$ cat src/rtl/pixel_stream_rx_pkg.sv
// Shared types and raster defaults for the pixel stream receiver and the input handlers.
package pixel_stream_rx_pkg;

    localparam int unsigned DefaultCols = 16;
    localparam int unsigned DefaultRows = 16;

    typedef enum logic {StSync, StRun} state_e;

    typedef struct packed {
        logic [7:0] y;
        logic [7:0] x;
    } point_t;

endpackage

$ cat src/rtl/pixel_stream_rx_point_fifo.sv
// Show-ahead point FIFO; a push while full is accepted only if a pop happens on the same edge.
module pixel_stream_rx_point_fifo #(
    parameter int unsigned WIDTH = 16,
    parameter int unsigned DEPTH = 8
) (
    input  logic             Clk,
    input  logic             nReset,
    input  logic             push,
    input  logic [WIDTH-1:0] push_data,
    input  logic             pop,
    output logic [WIDTH-1:0] head,
    output logic             full,
    output logic             empty
);

    localparam int unsigned PtrW = $clog2(DEPTH);
    localparam int unsigned CntW = PtrW + 1;

    logic [WIDTH-1:0] mem_q [DEPTH];
    logic [PtrW-1:0]  wr_ptr_q;
    logic [PtrW-1:0]  rd_ptr_q;
    logic [CntW-1:0]  count_q;
    logic             pop_ok;
    logic             push_ok;

    assign full    = (count_q == CntW'(DEPTH));
    assign empty   = (count_q == '0);
    assign head    = mem_q[rd_ptr_q];
    assign pop_ok  = pop && !empty;
    assign push_ok = push && (!full || pop_ok);

    always_ff @(posedge Clk or negedge nReset) begin
        if (!nReset) begin
            for (int i = 0; i < int'(DEPTH); i++) begin
                mem_q[i] <= '0;
            end
            wr_ptr_q <= '0;
            rd_ptr_q <= '0;
            count_q  <= '0;
        end else begin
            if (push_ok) begin
                mem_q[wr_ptr_q] <= push_data;
                wr_ptr_q        <= wr_ptr_q + PtrW'(1);
            end
            if (pop_ok) begin
                rd_ptr_q <= rd_ptr_q + PtrW'(1);
            end
            count_q <= count_q + CntW'(push_ok) - CntW'(pop_ok);
        end
    end

endmodule

$ cat src/rtl/pixel_stream_rx.sv
// Rebuilds pixel coordinates from Frame/Line markers and queues edge-pixel points for voting.
module pixel_stream_rx
    import pixel_stream_rx_pkg::*;
#(
    parameter int unsigned COLS  = DefaultCols,
    parameter int unsigned ROWS  = DefaultRows,
    parameter int unsigned DEPTH = 8
) (
    input  logic       Clk,
    input  logic       nReset,
    input  logic [7:0] Pixel,
    input  logic       Frame,
    input  logic       Line,
    input  logic [7:0] Threshold,
    output logic       PointValid,
    input  logic       PointReady,
    output logic [7:0] PointX,
    output logic [7:0] PointY,
    output logic       FrameDone,
    output logic       FrameErr,
    output logic       Overflow
);

    localparam logic [7:0] ColLast = 8'(COLS - 1);
    localparam logic [7:0] RowLast = 8'(ROWS - 1);

    logic [7:0] pix_s1;
    logic [7:0] thr_s1;
    logic       frame_s1;
    logic       line_s1;

    state_e     state_q;
    state_e     state_d;
    logic [7:0] col_q;
    logic [7:0] col_d;
    logic [7:0] row_q;
    logic [7:0] row_d;
    logic       accept;
    logic       err;
    logic       push;
    logic       fifo_full;
    logic       fifo_empty;
    logic       frame_done_q;
    logic       frame_err_q;
    logic       overflow_q;
    point_t     push_pt;
    point_t     head_pt;

    // Decode the S1 markers against the coordinates of the previously accepted pixel.
    always_comb begin
        state_d = state_q;
        col_d   = col_q;
        row_d   = row_q;
        accept  = 1'b0;
        err     = 1'b0;
        if (frame_s1 && !line_s1) begin
            err     = 1'b1;
            state_d = StSync;
        end else if (state_q == StSync) begin
            if (frame_s1) begin
                state_d = StRun;
                col_d   = '0;
                row_d   = '0;
                accept  = 1'b1;
            end
        end else if (frame_s1) begin
            col_d  = '0;
            row_d  = '0;
            accept = 1'b1;
            err    = !(col_q == ColLast && row_q == RowLast);
        end else if (line_s1) begin
            if (col_q == ColLast && row_q < RowLast) begin
                col_d  = '0;
                row_d  = row_q + 8'd1;
                accept = 1'b1;
            end else begin
                err     = 1'b1;
                state_d = StSync;
            end
        end else if (col_q < ColLast) begin
            col_d  = col_q + 8'd1;
            accept = 1'b1;
        end else begin
            err     = 1'b1;
            state_d = StSync;
        end
    end

    assign push      = accept && (pix_s1 >= thr_s1);
    assign push_pt.x = col_d;
    assign push_pt.y = row_d;

    always_ff @(posedge Clk or negedge nReset) begin
        if (!nReset) begin
            pix_s1       <= '0;
            thr_s1       <= '0;
            frame_s1     <= 1'b0;
            line_s1      <= 1'b0;
            state_q      <= StSync;
            col_q        <= '0;
            row_q        <= '0;
            frame_done_q <= 1'b0;
            frame_err_q  <= 1'b0;
            overflow_q   <= 1'b0;
        end else begin
            pix_s1       <= Pixel;
            thr_s1       <= Threshold;
            frame_s1     <= Frame;
            line_s1      <= Line;
            state_q      <= state_d;
            col_q        <= col_d;
            row_q        <= row_d;
            frame_done_q <= accept && col_d == ColLast && row_d == RowLast;
            frame_err_q  <= err;
            // A full FIFO is never empty, so a ready consumer always frees a slot.
            overflow_q   <= push && fifo_full && !PointReady;
        end
    end

    pixel_stream_rx_point_fifo #(
        .WIDTH($bits(point_t)),
        .DEPTH(DEPTH)
    ) u_point_fifo (
        .Clk      (Clk),
        .nReset   (nReset),
        .push     (push),
        .push_data(push_pt),
        .pop      (PointReady),
        .head     (head_pt),
        .full     (fifo_full),
        .empty    (fifo_empty)
    );

    assign PointValid = !fifo_empty;
    assign PointX     = head_pt.x;
    assign PointY     = head_pt.y;
    assign FrameDone  = frame_done_q;
    assign FrameErr   = frame_err_q;
    assign Overflow   = overflow_q;

endmodule

$ cat config.mk
export PLATFORM = sky130hd
export DESIGN_NAME = pixel_stream_rx
export DESIGN_NICKNAME = d
export VERILOG_FILES = /design/src/rtl/pixel_stream_rx_pkg.sv /design/src/rtl/pixel_stream_rx_point_fifo.sv /design/src/rtl/pixel_stream_rx.sv
export SDC_FILE = /design/constraint.sdc
export NUM_CORES = 1
export LEC_CHECK = 0
export ABC_AREA = 1
export BUFFER_PORTS_ARGS = -buffer_cell sky130_fd_sc_hd__clkbuf_2
export CAP_MARGIN = 0
export CORE_ASPECT_RATIO = 1.2
export CORE_MARGIN = 5
export CORE_UTILIZATION = 35
export CTS_CLUSTER_DIAMETER = 120
export DETAILED_ROUTE_END_ITERATION = 10
export MAX_ROUTING_LAYER = met4
export PLACE_DENSITY = 0.6
export SLEW_MARGIN = 5
export SYNTH_ARGS = -nofsm -noshare
export SYNTH_HDL_FRONTEND = slang
export SYNTH_SLANG_ARGS = --single-unit
$ cat constraint.sdc
create_clock -name Clk -period 3.11 [get_ports Clk]
set_clock_uncertainty 0.15 [all_clocks]
set_input_delay 0.311 -clock Clk [delete_from_list [all_inputs] [get_ports Clk]]
set_output_delay 0.311 -clock Clk [all_outputs]
set_load 0.02 [all_outputs]
==> results_dict.tcl <==
set metrics [dict create \
    num_rows 61 \
    overflow 0 \
    worst_skew_pair.late_latency_ns 0.43 \
    nets 1039 \
    outcome "finished, final reports clean" \
    grt_use_total 0.160 \
    ys_types 36 \
    period_minus_slack_ns 2.88 \
    busiest_layer "met2" \
    coreArea_mm2 0.0231 \
    h-tree-depth 4 \
    finalWeightedCongestion 0.868 \
    firstDrtPassIters 5 \
    crit_arrival_ns 2.42 \
    fmax_ghz 0.347 \
    drcViolationCount 0 \
    endpoint_kind "primary output" \
    drtAntennaViolNets 0 \
    totalWireLength_um 19300 \
    vdd_ir_drop_max_mv 0.422 \
    pwr-share-seq 0.367 \
    path_max_fanout 28 \
    synth_flop_cell "dfrtp_1" \
    antennaDiodeCount 0 \
    grt_pass1_wl_um 32800 \
    crit_type "flop to primary output" \
    rsz0062_at_grt "no" \
    drive_above_1_share 0.158 \
    ios 41 \
    netlist_area_mm2 0.00821 \
    hold_class "primary input to asynchronous set/reset pin" \
    clk_path_buf_depth 2 \
    critPathLaunchType "flop" \
    placed_cell_area_mm2 0.00865 \
    grt_pass1_vias 6405 \
    cts_root_buf "clkbuf_16" \
    synth-seq-cells 176 \
    syn_to_final_growth_pct 15.1 \
    die_x_um 150 \
    cts_resized 0 \
    cts_tree "yes" \
    antenna_found_initial 0 \
    critPathLaunch "u_point_fifo.rd_ptr_q[0]" \
    post-dp-hpwl_um 12200 \
    crit_chain "clkinv_1 -> buf_4 -> o21ai_0 -> o22ai_1 -> nor2_1 -> a31oi_1 -> clkbuf_2" \
    cts_setup_buffers 0 \
    drv_slew 0 \
    relSlewSlack 0.555 \
    io_buffers 40 \
    clock-sinks 176 \
    switching_share 0.389 \
    seq_area_frac_synth 0.537 \
    dr_total_vias 6364 \
    synth_nets 990 \
    worst-slew-pin-transition_ns 0.666 \
    grt_util_met2 0.273 \
    wl_per_cell_um 14.6 \
    multiInputGateArea_mm2 0.00315 \
    cpMaxStageDelayCell "dfrtp_2" \
    min_period_over_period 0.926 \
    power_leakage_nw 4.56 \
    dieArea_mm2 0.0266 \
    dpl.cell_count 1275 \
    worst_ep_required_time_ns 2.65 \
    die_h_um 178 \
    synth_edf_count 0 \
    vias_per_cell 4.80 \
    design_area_mm2 0.00945 \
    ys_warn_count 0 \
    p_per_area_mw_per_mm2 774 \
    reg2reg_from "col_q[0]" \
    switchingPower_w 0.00284 \
    seq_area_mm2 0.00441 \
    maxCapViolations 0 \
    p_int_w 0.00447 \
    finalSetupViolations 0 \
    ys_top_cells_by_count "223 x nand2_1, 176 x dfrtp_1, 143 x nor2_1" \
    async_flop_share 1.00 \
    synth_area_leaders "dfrtp_1 54%, nand2_1 10%, nor2_1 6.5%, o21ai_1 4.3%, o21ai_0 4.0%" \
    grt_max_degree 67 \
    pwr-share-comb 0.344 \
    start_util 0.355 \
    syn_avg_cell_area_um2 8.64 \
    final_util 0.409 \
    hold_buffers 20 \
    fill_cells 2298 \
    final_cells 1327 \
    synth_top_area_frac 0.537 \
    pwr-share-clk 0.289 \
    hold_viol 0 \
    synth_most_common_cell "nand2_1" \
    final.setup.tns_ns 0 \
    syn-instance-count 950 \
    numCtsBuffers 17 \
    drt_iter0_drc 463 \
    worst_path_largest_cell_delay_ns 0.64 \
    synth_top_area_cell "dfrtp_1" \
    clk_pin_slew_ns 0.07 \
    use_met3 0.0289 \
    met1_usage 0.190 \
]
-- worst paths after layout --
kind | endpoint | slack, ns | depth (start not counted)
max | PointX[1] | 0.23 | 7
min | Overflow | 0.30 | 2
max reg2reg | u_point_fifo.count_q[2] | 0.47 | 14
min reg2reg | u_point_fifo.mem_q[69] | 0.32 | 2
max in group asynchronous | u_point_fifo.mem_q[96] | 1.79 | 3
min in group Clk | u_point_fifo.mem_q[69] | 0.32 | 2
-- worst max-delay path, delay by kind of cell (launching register included) --
family                 cells  cell delay (ns)
AOI/OAI and AO/OA          3             0.41
DFF                        1             0.64
buffers and inverters      3             0.83
and+or+nand+nor            1             0.10
-- stage by stage --
step                total power, W  setup WS (ns)  hold slack [ns]
floorplan                  0.00443          0.491           -0.135
global placement           0.00524          0.520            0.217
detailed placement         0.00525          0.472            0.216
CTS                        0.00740          0.221            0.319
global route               0.00782         0.0354            0.334
finish                     0.00732          0.231            0.298
-- power by group through the flow --
| stage | clock, W | combinational (W) | sequential, W |
|---|---|---|---|
| 4_1_cts | 0.00216 | 0.00256 | 0.00268 |
| 6_report | 0.00212 | 0.00252 | 0.00268 |
| 5_1_grt | 0.00226 | 0.00284 | 0.00271 |
| 2_1_floorplan | 0 | 0.00180 | 0.00264 |
| 3_3_place_gp | 0 | 0.00251 | 0.00273 |
| 3_5_place_dp | 0 | 0.00253 | 0.00272 |
-- layer usage --
metal | share of wire | wire length, µm
met5 | 0 | 0
met4 | 0.023 | 453
met3 | 0.031 | 597
met2 | 0.50 | 9620
met1 | 0.45 | 8650
-- area by class of cell --
| cell class | instances | share of cell area |
|---|---|---|
| timing repair buffer | 74 | 0.0581 |
| clock inverter | 13 | 0.0152 |
| tap | 315 | 0.0417 |
| multi-input combinational | 635 | 0.333 |
| inverter | 95 | 0.0377 |
| clock buffer | 19 | 0.0479 |
| sequential | 176 | 0.466 |
-- flip-flops by register name, indices dropped and copies added, names as in the netlist, 3 cells and up --
| signal | flops |
|---|---|
| u_point_fifo.mem_q | 128 |
| col_q | 8 |
| pix_s1 | 8 |
| row_q | 8 |
| thr_s1 | 8 |
| u_point_fifo.count_q | 4 |
| u_point_fifo.rd_ptr_q | 3 |
| u_point_fifo.wr_ptr_q | 3 |
-- placed cells by master (no fill, tap or decap), drive strengths merged, types with 2 or more instances in the layout --
cell type / n
nand2: 227
dlygate4sd3: 20
nand3: 26
xor2: 3
o22ai: 16
nor3: 3
xnor2: 2
clkbuf: 58
a31oi: 16
a21boi: 3
ha: 18
dfrtp: 176
nand4: 13
clkinv: 15
inv: 91
buf: 15
nor2: 148
a21oi: 7
clkinvlp: 2
o21ai: 148
-- cells by family after synthesis --
family                   after synthesis  synth area share
AO/OA/AOI/OAI                        193             0.130
XOR/XNOR                               5           0.00534
adder cells (fa/ha/maj)               19            0.0299
buffers and inverters                139            0.0800
flip-flops                           176             0.537
AND/OR/NAND/NOR                      418             0.218
Note: power is estimated with default switching activity, not from simulation.
